## src/rtl/shift_arbiter_if.sv

```systemverilog
// Request/response bundle for the shared shift unit: two requesters in,
// one registered result out.
interface shift_arbiter_if;
    logic [1:0]  req_valid;
    logic [1:0]  req_ready;
    logic [31:0] req_a0;
    logic [31:0] req_a1;
    logic [2:0]  req_op0;
    logic [2:0]  req_op1;
    logic [7:0]  req_amt0;
    logic [7:0]  req_amt1;
    logic        req_cin0;
    logic        req_cin1;
    logic        rsp_valid;
    logic        rsp_ready;
    logic [31:0] rsp_result;
    logic        rsp_carry;
    logic        rsp_id;

    // Requesters and result consumer side.
    modport master (
        output req_valid, req_a0, req_a1, req_op0, req_op1,
               req_amt0, req_amt1, req_cin0, req_cin1, rsp_ready,
        input  req_ready, rsp_valid, rsp_result, rsp_carry, rsp_id
    );

    // Shift unit side.
    modport slave (
        input  req_valid, req_a0, req_a1, req_op0, req_op1,
               req_amt0, req_amt1, req_cin0, req_cin1, rsp_ready,
        output req_ready, rsp_valid, rsp_result, rsp_carry, rsp_id
    );
endinterface

```

## src/rtl/shift_arbiter.sv

```systemverilog
// Shared ARM register-specified shifter. Round-robin arbitration between two
// requesters, single-entry registered output with valid/ready handshake.
module shift_arbiter (
    input  logic            clk,
    input  logic            reset,
    shift_arbiter_if.slave  bus
);

    // Returns {carry, result} for one ARM register-specified shift.
    function automatic logic [32:0] shift_calc(
        input logic [31:0] a,
        input logic [2:0]  op,
        input logic [7:0]  amt,
        input logic        cin
    );
        logic [32:0] res;
        logic [32:0] t;
        logic [63:0] rot;
        logic        big;
        logic        is32;
        logic [4:0]  n5;
        res  = {cin, a};
        t    = '0;
        rot  = '0;
        n5   = amt[4:0];
        big  = |amt[7:5];
        is32 = (amt == 8'd32);
        if (op == 3'd4) begin
            // RRX ignores the amount entirely.
            res = {a[0], cin, a[31:1]};
        end else if (amt != 8'd0) begin
            case (op)
                3'd0: begin
                    if (big) begin
                        res = {is32 & a[0], 32'h0};
                    end else begin
                        // Bit 32 of the widened shift is the last bit shifted out.
                        t   = {1'b0, a} << n5;
                        res = t;
                    end
                end
                3'd1: begin
                    if (big) begin
                        res = {is32 & a[31], 32'h0};
                    end else begin
                        t   = {a, 1'b0} >> n5;
                        res = {t[0], t[32:1]};
                    end
                end
                3'd2: begin
                    if (big) begin
                        res = {a[31], {32{a[31]}}};
                    end else begin
                        t   = $unsigned($signed({a, 1'b0}) >>> n5);
                        res = {t[0], t[32:1]};
                    end
                end
                3'd3: begin
                    // Rotating by a multiple of 32 leaves a, and bit 31 is
                    // always the last bit rotated out.
                    rot = {a, a} >> n5;
                    res = {rot[31], rot[31:0]};
                end
                default: res = {cin, a};
            endcase
        end
        return res;
    endfunction

    logic        r_rsp_valid;
    logic [31:0] r_rsp_result;
    logic        r_rsp_carry;
    logic        r_rsp_id;
    logic        r_last_id;

    logic        w_any;
    logic        w_both;
    logic        w_sel;
    logic        w_can;
    logic        w_xfer;
    logic [31:0] w_a;
    logic [2:0]  w_op;
    logic [7:0]  w_amt;
    logic        w_cin;
    logic [32:0] w_shift;

    // Round-robin grant and operand selection for the winning requester.
    always_comb begin
        w_any  = |bus.req_valid;
        w_both = &bus.req_valid;
        w_sel  = w_both ? ~r_last_id : bus.req_valid[1];
        w_can  = ~r_rsp_valid | bus.rsp_ready;
        w_xfer = w_any & w_can;
        bus.req_ready = 2'b00;
        if (w_xfer) begin
            bus.req_ready = w_sel ? 2'b10 : 2'b01;
        end
        w_a     = w_sel ? bus.req_a1   : bus.req_a0;
        w_op    = w_sel ? bus.req_op1  : bus.req_op0;
        w_amt   = w_sel ? bus.req_amt1 : bus.req_amt0;
        w_cin   = w_sel ? bus.req_cin1 : bus.req_cin0;
        w_shift = shift_calc(w_a, w_op, w_amt, w_cin);
    end

    // Output register and last-granted pointer; a load wins over a drain.
    always_ff @(posedge clk or posedge reset) begin
        if (reset) begin
            r_rsp_valid  <= 1'b0;
            r_rsp_result <= 32'h0;
            r_rsp_carry  <= 1'b0;
            r_rsp_id     <= 1'b0;
            r_last_id    <= 1'b1;
        end else if (w_xfer) begin
            r_rsp_valid  <= 1'b1;
            r_rsp_result <= w_shift[31:0];
            r_rsp_carry  <= w_shift[32];
            r_rsp_id     <= w_sel;
            r_last_id    <= w_sel;
        end else if (bus.rsp_ready) begin
            r_rsp_valid  <= 1'b0;
        end
    end

    assign bus.rsp_valid  = r_rsp_valid;
    assign bus.rsp_result = r_rsp_result;
    assign bus.rsp_carry  = r_rsp_carry;
    assign bus.rsp_id     = r_rsp_id;

endmodule

```

## src/flat_wrapper.sv

```systemverilog
// flat-port wrapper written by rule: the top's interface ports become plain ports
module shift_arbiter_flat 
  (clk, reset, bus_req_valid, bus_req_a0, bus_req_a1, bus_req_op0, bus_req_op1, bus_req_amt0, bus_req_amt1, bus_req_cin0, bus_req_cin1, bus_rsp_ready, bus_req_ready, bus_rsp_valid, bus_rsp_result, bus_rsp_carry, bus_rsp_id);
  shift_arbiter_if bus_i ();
  input  logic clk;
  input  logic reset;
  input wire logic [$bits(bus_i.req_valid)-1:0] bus_req_valid;
  input wire logic [$bits(bus_i.req_a0)-1:0] bus_req_a0;
  input wire logic [$bits(bus_i.req_a1)-1:0] bus_req_a1;
  input wire logic [$bits(bus_i.req_op0)-1:0] bus_req_op0;
  input wire logic [$bits(bus_i.req_op1)-1:0] bus_req_op1;
  input wire logic [$bits(bus_i.req_amt0)-1:0] bus_req_amt0;
  input wire logic [$bits(bus_i.req_amt1)-1:0] bus_req_amt1;
  input wire logic [$bits(bus_i.req_cin0)-1:0] bus_req_cin0;
  input wire logic [$bits(bus_i.req_cin1)-1:0] bus_req_cin1;
  input wire logic [$bits(bus_i.rsp_ready)-1:0] bus_rsp_ready;
  output wire logic [$bits(bus_i.req_ready)-1:0] bus_req_ready;
  output wire logic [$bits(bus_i.rsp_valid)-1:0] bus_rsp_valid;
  output wire logic [$bits(bus_i.rsp_result)-1:0] bus_rsp_result;
  output wire logic [$bits(bus_i.rsp_carry)-1:0] bus_rsp_carry;
  output wire logic [$bits(bus_i.rsp_id)-1:0] bus_rsp_id;
  assign bus_i.req_valid = bus_req_valid;
  assign bus_i.req_a0 = bus_req_a0;
  assign bus_i.req_a1 = bus_req_a1;
  assign bus_i.req_op0 = bus_req_op0;
  assign bus_i.req_op1 = bus_req_op1;
  assign bus_i.req_amt0 = bus_req_amt0;
  assign bus_i.req_amt1 = bus_req_amt1;
  assign bus_i.req_cin0 = bus_req_cin0;
  assign bus_i.req_cin1 = bus_req_cin1;
  assign bus_i.rsp_ready = bus_rsp_ready;
  assign bus_req_ready = bus_i.req_ready;
  assign bus_rsp_valid = bus_i.rsp_valid;
  assign bus_rsp_result = bus_i.rsp_result;
  assign bus_rsp_carry = bus_i.rsp_carry;
  assign bus_rsp_id = bus_i.rsp_id;
  shift_arbiter u_core (.clk(clk), .reset(reset), .bus(bus_i));
endmodule
```

## config.mk

```make
export PLATFORM = sky130hd
export DESIGN_NAME = shift_arbiter_flat
export DESIGN_NICKNAME = d
export VERILOG_FILES = /design/src/rtl/shift_arbiter_if.sv /design/src/rtl/shift_arbiter.sv /design/src/flat_wrapper.sv
export SDC_FILE = /design/constraint.sdc
export NUM_CORES = 1
export LEC_CHECK = 0
export CAP_MARGIN = 0
export CELL_PAD_IN_SITES_DETAIL_PLACEMENT = 0
export CELL_PAD_IN_SITES_GLOBAL_PLACEMENT = 1
export CORE_MARGIN = 2
export CORE_UTILIZATION = 35
export DETAILED_ROUTE_END_ITERATION = 8
export PLACE_DENSITY_LB_ADDON = 0.1
export REMOVE_ABC_BUFFERS = 1
export SLEW_MARGIN = 30
export SYNTH_ARGS = -nofsm -noshare
export SYNTH_HDL_FRONTEND = slang
export SYNTH_SLANG_ARGS = --single-unit
```

## constraint.sdc

```tcl
create_clock -name clk -period 4.38 [get_ports clk]
set_input_delay 1.095 -clock clk [delete_from_list [all_inputs] [get_ports clk]]
set_output_delay 1.095 -clock clk [all_outputs]
set_load 0.03 [all_outputs]
```

==> impl_metrics.json, run 1 <==
{
  "final_cells": 1900,
  "synth_sequential_area_ratio_pct": 9.77,
  "synth_seq_cells": 36,
  "critPathLaunchType": "input pin",
  "grt_overflow": 0,
  "slowest_delay_ps": 440,
  "ys_warn_count": 0,
  "ys.flop_type": "dfrtp_1",
  "cts_setup_buffers": 0,
  "cts_buffers": 5,
  "fin_area_sq_um": 13000,
  "worst_slack_ps": 135,
  "grtUsageTotal_pct": 40.2,
  "peakVddDrop_mv": 0.228,
  "drv_slew": 0,
  "coreArea_sq_um": 26000,
  "syn_inst": 1253,
  "wl_per_cell_um": 30.3,
  "drc": 0,
  "path_max_fanout": 22,
  "dp_hpwl_um": 47000,
  "max_cap_violations": 0,
  "die_area_sq_um": 27700,
  "ys_top_cells_by_area": "mux2i_1, dfrtp_1, mux2_2",
  "cts_tree": "built",
  "hp-class": "reg -> reg",
  "synth.cell_area_sq_um": 9230,
  "worst_pin_slew_ps": 856,
  "antennaDiodeCount": 0,
  "critPathCaptureType": "register",
  "worst_ep_arrival_time_ps": 4430,
  "synth-edff-count": 0,
  "final_nets": 1657,
  "yosysTopAreaCellShare_pct": 29.3,
  "grt_pass1_vias": 11858,
  "final-hold-violation-count": 0,
  "cpMostUsedCell": "buf_4",
  "synth.most_common_cell": "mux2i_1",
  "die_w_um": 166,
  "placed_area_sq_um": 12800,
  "post-route-min-period_ps": 4240,
  "antenna_found_initial": 1,
  "gp_congestion": 1.14,
  "required_ps": 4570,
  "ys_types": 72,
  "wl_um": 57600,
  "fp-row-count": 59,
  "status": "complete, no violations",
  "async_reset_ff_share_pct": 100,
  "finalCritPeriodShare_pct": 96.9,
  "final-setup-viol-count": 0,
  "ant_nets": 0,
  "critPathSlowestCell": "clkdlybuf4s50_1",
  "start_util_pct": 35.5,
  "yosys.area.top_type": "mux2i_1",
  "h-tree-depth": 2,
  "detail_route.first_pass.iterations": 6,
  "yosys-top-cells-count": "mux2i_1, nand2_1, nor2_1",
  "dp_cells": 1892,
  "clock-skew-final_ps": 18.3,
  "ioPinCount": 130,
  "port_buffers": 129,
  "drt-initial-drc-count": 1683,
  "crit_type": "in -> reg",
  "viasPerCell": 6.47,
  "cts_buffer_depth": 2,
  "p_per_area_nw_per_um2": 265,
  "path_cells": "clkdlybuf4s50_1 > buf_4 > a21boi_4 > buf_12 > buf_4 > buf_4 > mux2i_1 > mux2i_1 > mux2i_1 > nor2_1 > a211oi_1 > buf_4 > nor4b_1 > a31oi_1",
  "drive_gt1_share_pct": 24.3,
  "leakage_nw": 5.68,
  "grt_first_pass_wirelength_um": 82600,
  "post-place-ws_ps": -208,
  "area_growth_syn_to_layout_pct": 40.4,
  "clockRootBuffer": "clkbuf_16",
  "die_h_um": 166,
  "clock_latency_ps": 320,
  "avgSynthCellArea_sq_um": 7.37,
  "vias": 12289,
  "grt_max_degree": 36,
  "rsz0062_at_grt": "no",
  "timing.fmax_mhz": 236,
  "clk_pin_slew_worst_paths_ps": 60,
  "cts.sinks": 36,
  "slew_headroom_pct": 42.2
}
state kept, by name, summed over array words and instances (netlist names):
signal,count
u_core.bus.rsp_valid,1
u_core.bus.rsp_id,1
u_core.bus.rsp_result,32
u_core.bus.rsp_carry,1
u_core.r_last_id,1
layer usage:
| metal | track usage, % | vias up | part of all wire [%] |
|---|---|---|---|
| met5 | 0 | - | 0 |
| met4 | 20.3 | 0 | 6.0 |
| met3 | 7.77 | 183 | 9.4 |
| met2 | 62.1 | 752 | 43 |
| met1 | 53.4 | 5940 | 41 |
| li1 | - | 5414 | - |
area by class of cell:
type / count / area (sq um)
inverters: 6 / 22.5
clock inverters: 2 / 35.0
well taps: 335 / 419
flip-flops and latches: 36 / 902
multi-input cells: 1101 / 7820
clock buffers: 6 / 129
repair buffers: 414 / 3630
fillers: 2653 / 13000
through the flow:
| step | total power [W] | setup TNS (ps) | utilization (%) | hold slack, ps |
|---|---|---|---|---|
| 2_1_floorplan | 0.00166 | -424570 | - | 499 |
| 3_3_place_gp | 0.00291 | -500 | 49.2 | 466 |
| 3_5_place_dp | 0.00290 | -511 | 49.2 | 470 |
| 4_1_cts | 0.00336 | 0 | 49.8 | 487 |
| 5_1_grt | 0.00354 | 0 | 49.9 | 513 |
| 6_report | 0.00344 | 0 | 49.9 | 485 |
placed cells by master (no fill, tap or decap), types with 8 or more instances in the layout:
| master | count |
|---|---|
| o211ai_1 | 8 |
| nor2_1 | 101 |
| mux2i_1 | 268 |
| a22oi_1 | 10 |
| nand2b_1 | 9 |
| nor4_1 | 12 |
| nand3b_1 | 8 |
| clkdlybuf4s50_1 | 127 |
| dfrtp_1 | 35 |
| mux2_2 | 57 |
| nor2b_1 | 11 |
| a221oi_1 | 8 |
| a211oi_1 | 31 |
| and2_1 | 8 |
| and3_1 | 10 |
| nand3_1 | 42 |
| nand2_1 | 138 |
| nor3_1 | 35 |
| a21o_1 | 8 |
| o21ai_0 | 60 |
| a31oi_1 | 20 |
| buf_4 | 271 |
| o31ai_1 | 22 |
| a21oi_1 | 100 |
| buf_12 | 16 |
| o22ai_1 | 20 |
critical path, delay by kind of cell:
| family | cells | cell delay [ps] |
|---|---|---|
| buffers and inverters | 6 | 1300 |
| AOI/OAI and AO/OA | 3 | 1010 |
| and+or+nand+nor | 2 | 150 |
| muxes | 3 | 830 |
cells by family after synthesis:
logic type / after synthesis / share of synthesized area (%)
flops: 36 / 9.77
buf+inv: 116 / 6.29
compound gates: 364 / 26.1
mux: 334 / 37.7
simple gates: 403 / 20.1
final timing paths:
kind                                             end  cells after the start              start  slack [ps]
min in group asynchronous  u_core.bus.rsp_result[10]                      2              reset        1140
setup reg to reg                u_core.bus.rsp_carry                     11   u_core.r_last_id         900
setup / recovery                u_core.bus.rsp_carry                     14   bus_req_valid[0]         140
max in group asynchronous           u_core.r_last_id                      3              reset        2410
hold / removal                     u_core.bus.rsp_id                      1  u_core.bus.rsp_id         490
hold reg to reg                    u_core.bus.rsp_id                      1  u_core.bus.rsp_id         490
power breakdown:
part / total [W] / switching [W] / internal, W
clock network: 0.000459 / 0.000190 / 0.000270
logic: 0.00252 / 0.00148 / 0.00104
registers: 0.000455 / 0.0000541 / 0.000401
total: 0.00344 / 0.00173 / 0.00171
repair_timing:
item                                   in CTS  in global routing
setup endpoints to repair                   0                  2
gates resized for setup                     0                  1
hold buffers                                0                  0
endpoints found under the hold margin       0                  0
No activity file was read; power rests on OpenSTA's default activity.
==> inputs of run 2 (changes only) <==
==> constraint.sdc (replaced) <==
create_clock -name clk -period 4.15 [get_ports clk]
set_input_delay 1.0375 -clock clk [delete_from_list [all_inputs] [get_ports clk]]
set_output_delay 1.0375 -clock clk [all_outputs]
set_load 0.03 [all_outputs]
==> run 2 against run 1 <==
  * First-iteration DRC count fell by 5.2%
  * Combinational power is 12% higher
  * Setup slack got worse by 34 ps
  * Non-clock buffer count rose by 72
  * Critical path type unchanged
  * Largest cell class unchanged
==> impl_metrics.json, run 2 (synthesis results as in run 1) <==
{
  "cts_tree": "built",
  "critPathLaunchType": "input pin",
  "holdPathStages": 1,
  "crit_type": "in -> reg",
  "final-setup-viol-count": 0,
  "grt_max_degree": 47,
  "start_util_pct": 35.5,
  "p_per_area_nw_per_um2": 279,
  "cts.sinks": 36,
  "die_h_um": 166,
  "dp_hpwl_um": 50700,
  "worst_pin_slew_ps": 926,
  "final_nets": 1730,
  "coreArea_sq_um": 26000,
  "wl_per_cell_um": 31.0,
  "final-hold-violation-count": 0,
  "cts_buffer_depth": 2,
  "die_area_sq_um": 27700,
  "leakage_nw": 6.07,
  "gp_congestion": 1.09,
  "worst_slack_ps": 101,
  "max_cap_violations": 0,
  "min_from": "u_core.bus.rsp_id",
  "worstReg2RegStart": "u_core.r_last_id",
  "grt_overflow": 0,
  "ioPinCount": 130,
  "timing.fmax_mhz": 247,
  "rsz0062_at_grt": "no",
  "area_growth_syn_to_layout_pct": 47.4,
  "drv_slew": 0,
  "power_w": 0.00379,
  "final_common_cell": "buf_4",
  "wl_um": 61300,
  "setup_tns_ps": 0,
  "detail_route.first_pass.iterations": 7,
  "slew_headroom_pct": 37.9,
  "drc": 0,
  "hold_buffers": 0,
  "grt_pass1_vias": 12355,
  "hp-class": "reg -> reg",
  "clock_latency_ps": 310,
  "viasPerCell": 6.48,
  "cts_buffers": 5,
  "finalCritPeriodShare_pct": 97.6,
  "ant_nets": 0,
  "largest_register_ffs": 32,
  "antenna_found_initial": 2,
  "clockRootBuffer": "clkbuf_16",
  "min_delay_worst_endpoint": "u_core.bus.rsp_id",
  "fp-row-count": 59,
  "post-route-min-period_ps": 4050,
  "grtUsageTotal_pct": 42.2,
  "status": "complete, no violations",
  "required_ps": 4330,
  "drt-initial-drc-count": 1595,
  "crit-reg2reg-capture": "u_core.bus.rsp_result[23]",
  "layout_common_cells": "buf_4, mux2i_1, nand2_1, clkdlybuf4s50_1, nor2_1",
  "clk_pin_slew_worst_paths_ps": 70,
  "rrSetupSlack_ps": 530,
  "path_max_fanout": 12,
  "vias": 12806,
  "grt_first_pass_wirelength_um": 86500,
  "post-place-ws_ps": -296,
  "critPathCaptureType": "register",
  "peakVddDrop_mv": 0.166,
  "h-tree-depth": 2,
  "die_w_um": 166,
  "worst_ep_arrival_time_ps": 4230,
  "clock-skew-final_ps": 2.96,
  "whs_ps": 498,
  "drive_gt1_share_pct": 27.8,
  "port_buffers": 129,
  "final_util_pct": 52.3,
  "rr_worst_depth": 12
}
==> run 2: cell types whose count changed in the layout (fill, tap and decap cells not counted), moves of 2 or more <==
cell	change
buf_12	+6
clkdlybuf4s50_1	-2
buf_4	+66
diode_2	+3
dlymetal6s2s_1	+2
==> run 2: report_power, final <==
part,switching [W],leakage [nW],internal (W)
sequential,0.0000644,0.441,0.000423
clock,0.000194,0.0809,0.000284
combinational,0.00163,5.55,0.00119
==> run 2: per-stage QoR <==
| stage | std cells | instance area [sq um] |
|---|---|---|
| 2_1_floorplan | 1143 | 8670 |
| 3_3_place_gp | 1963 | 13400 |
| 3_5_place_dp | 1963 | 13400 |
| 4_1_cts | 1971 | 13600 |
| 5_1_grt | 1973 | 13600 |
| 6_report | 1976 | 13600 |
==> run 2: timing repair <==
item                                    CTS  global route
endpoints found under the hold margin     0             0
endpoints found under the setup margin    0             2
buffers inserted                          0             1
gates resized for setup                   0             6
==> run 2: metal layers <==
| layer | wire length (um) | up-vias | GRT usage [%] | share of wire [%] |
|---|---|---|---|---|
| li1 | - | 5577 | - | - |
| met1 | 24200 | 6107 | 53.8 | 40 |
| met2 | 26200 | 908 | 65.6 | 43 |
| met3 | 6650 | 214 | 10.2 | 11 |
| met4 | 4260 | 0 | 23.2 | 6.9 |
| met5 | 0 | - | 0 | 0 |
==> run 2: how the worst max path moves through the flow <==
stage                      from                   endpoint  slack (ps)  cells past startpoint
4_1_cts        bus_req_valid[0]  u_core.bus.rsp_result[11]          40                     11
3_3_place_gp   bus_req_valid[0]  u_core.bus.rsp_result[11]        -300                     13
3_5_place_dp   bus_req_valid[0]  u_core.bus.rsp_result[11]        -300                     11
5_1_grt        bus_req_valid[0]  u_core.bus.rsp_result[29]          90                     14
6_report       bus_req_valid[0]  u_core.bus.rsp_result[23]         100                     13
2_1_floorplan  bus_req_valid[1]   u_core.bus.rsp_result[5]      -13170                      8
==> run 2: critical path, stage by stage <==
cell and delay (ps):
dlymetal6s2s_1 350, a21bo_4 380, buf_4 180, buf_4 170
mux2_2 420, buf_12 170, nand2_1 240, nor2_1 170
a21oi_1 240, o22ai_1 130, a211oi_1 470, buf_4 200
a31oi_1 70
==> run 2: final cells by class <==
| cell class | instances | area [sq um] |
|---|---|---|
| clock buffer | 6 | 129 |
| clock inverter | 2 | 35.0 |
| tap | 335 | 419 |
| sequential | 36 | 902 |
| timing repair buffer | 486 | 4250 |
| antenna | 3 | 7.51 |
| fill | 2553 | 12400 |
| inverter | 6 | 22.5 |
| multi-input combinational | 1102 | 7840 |
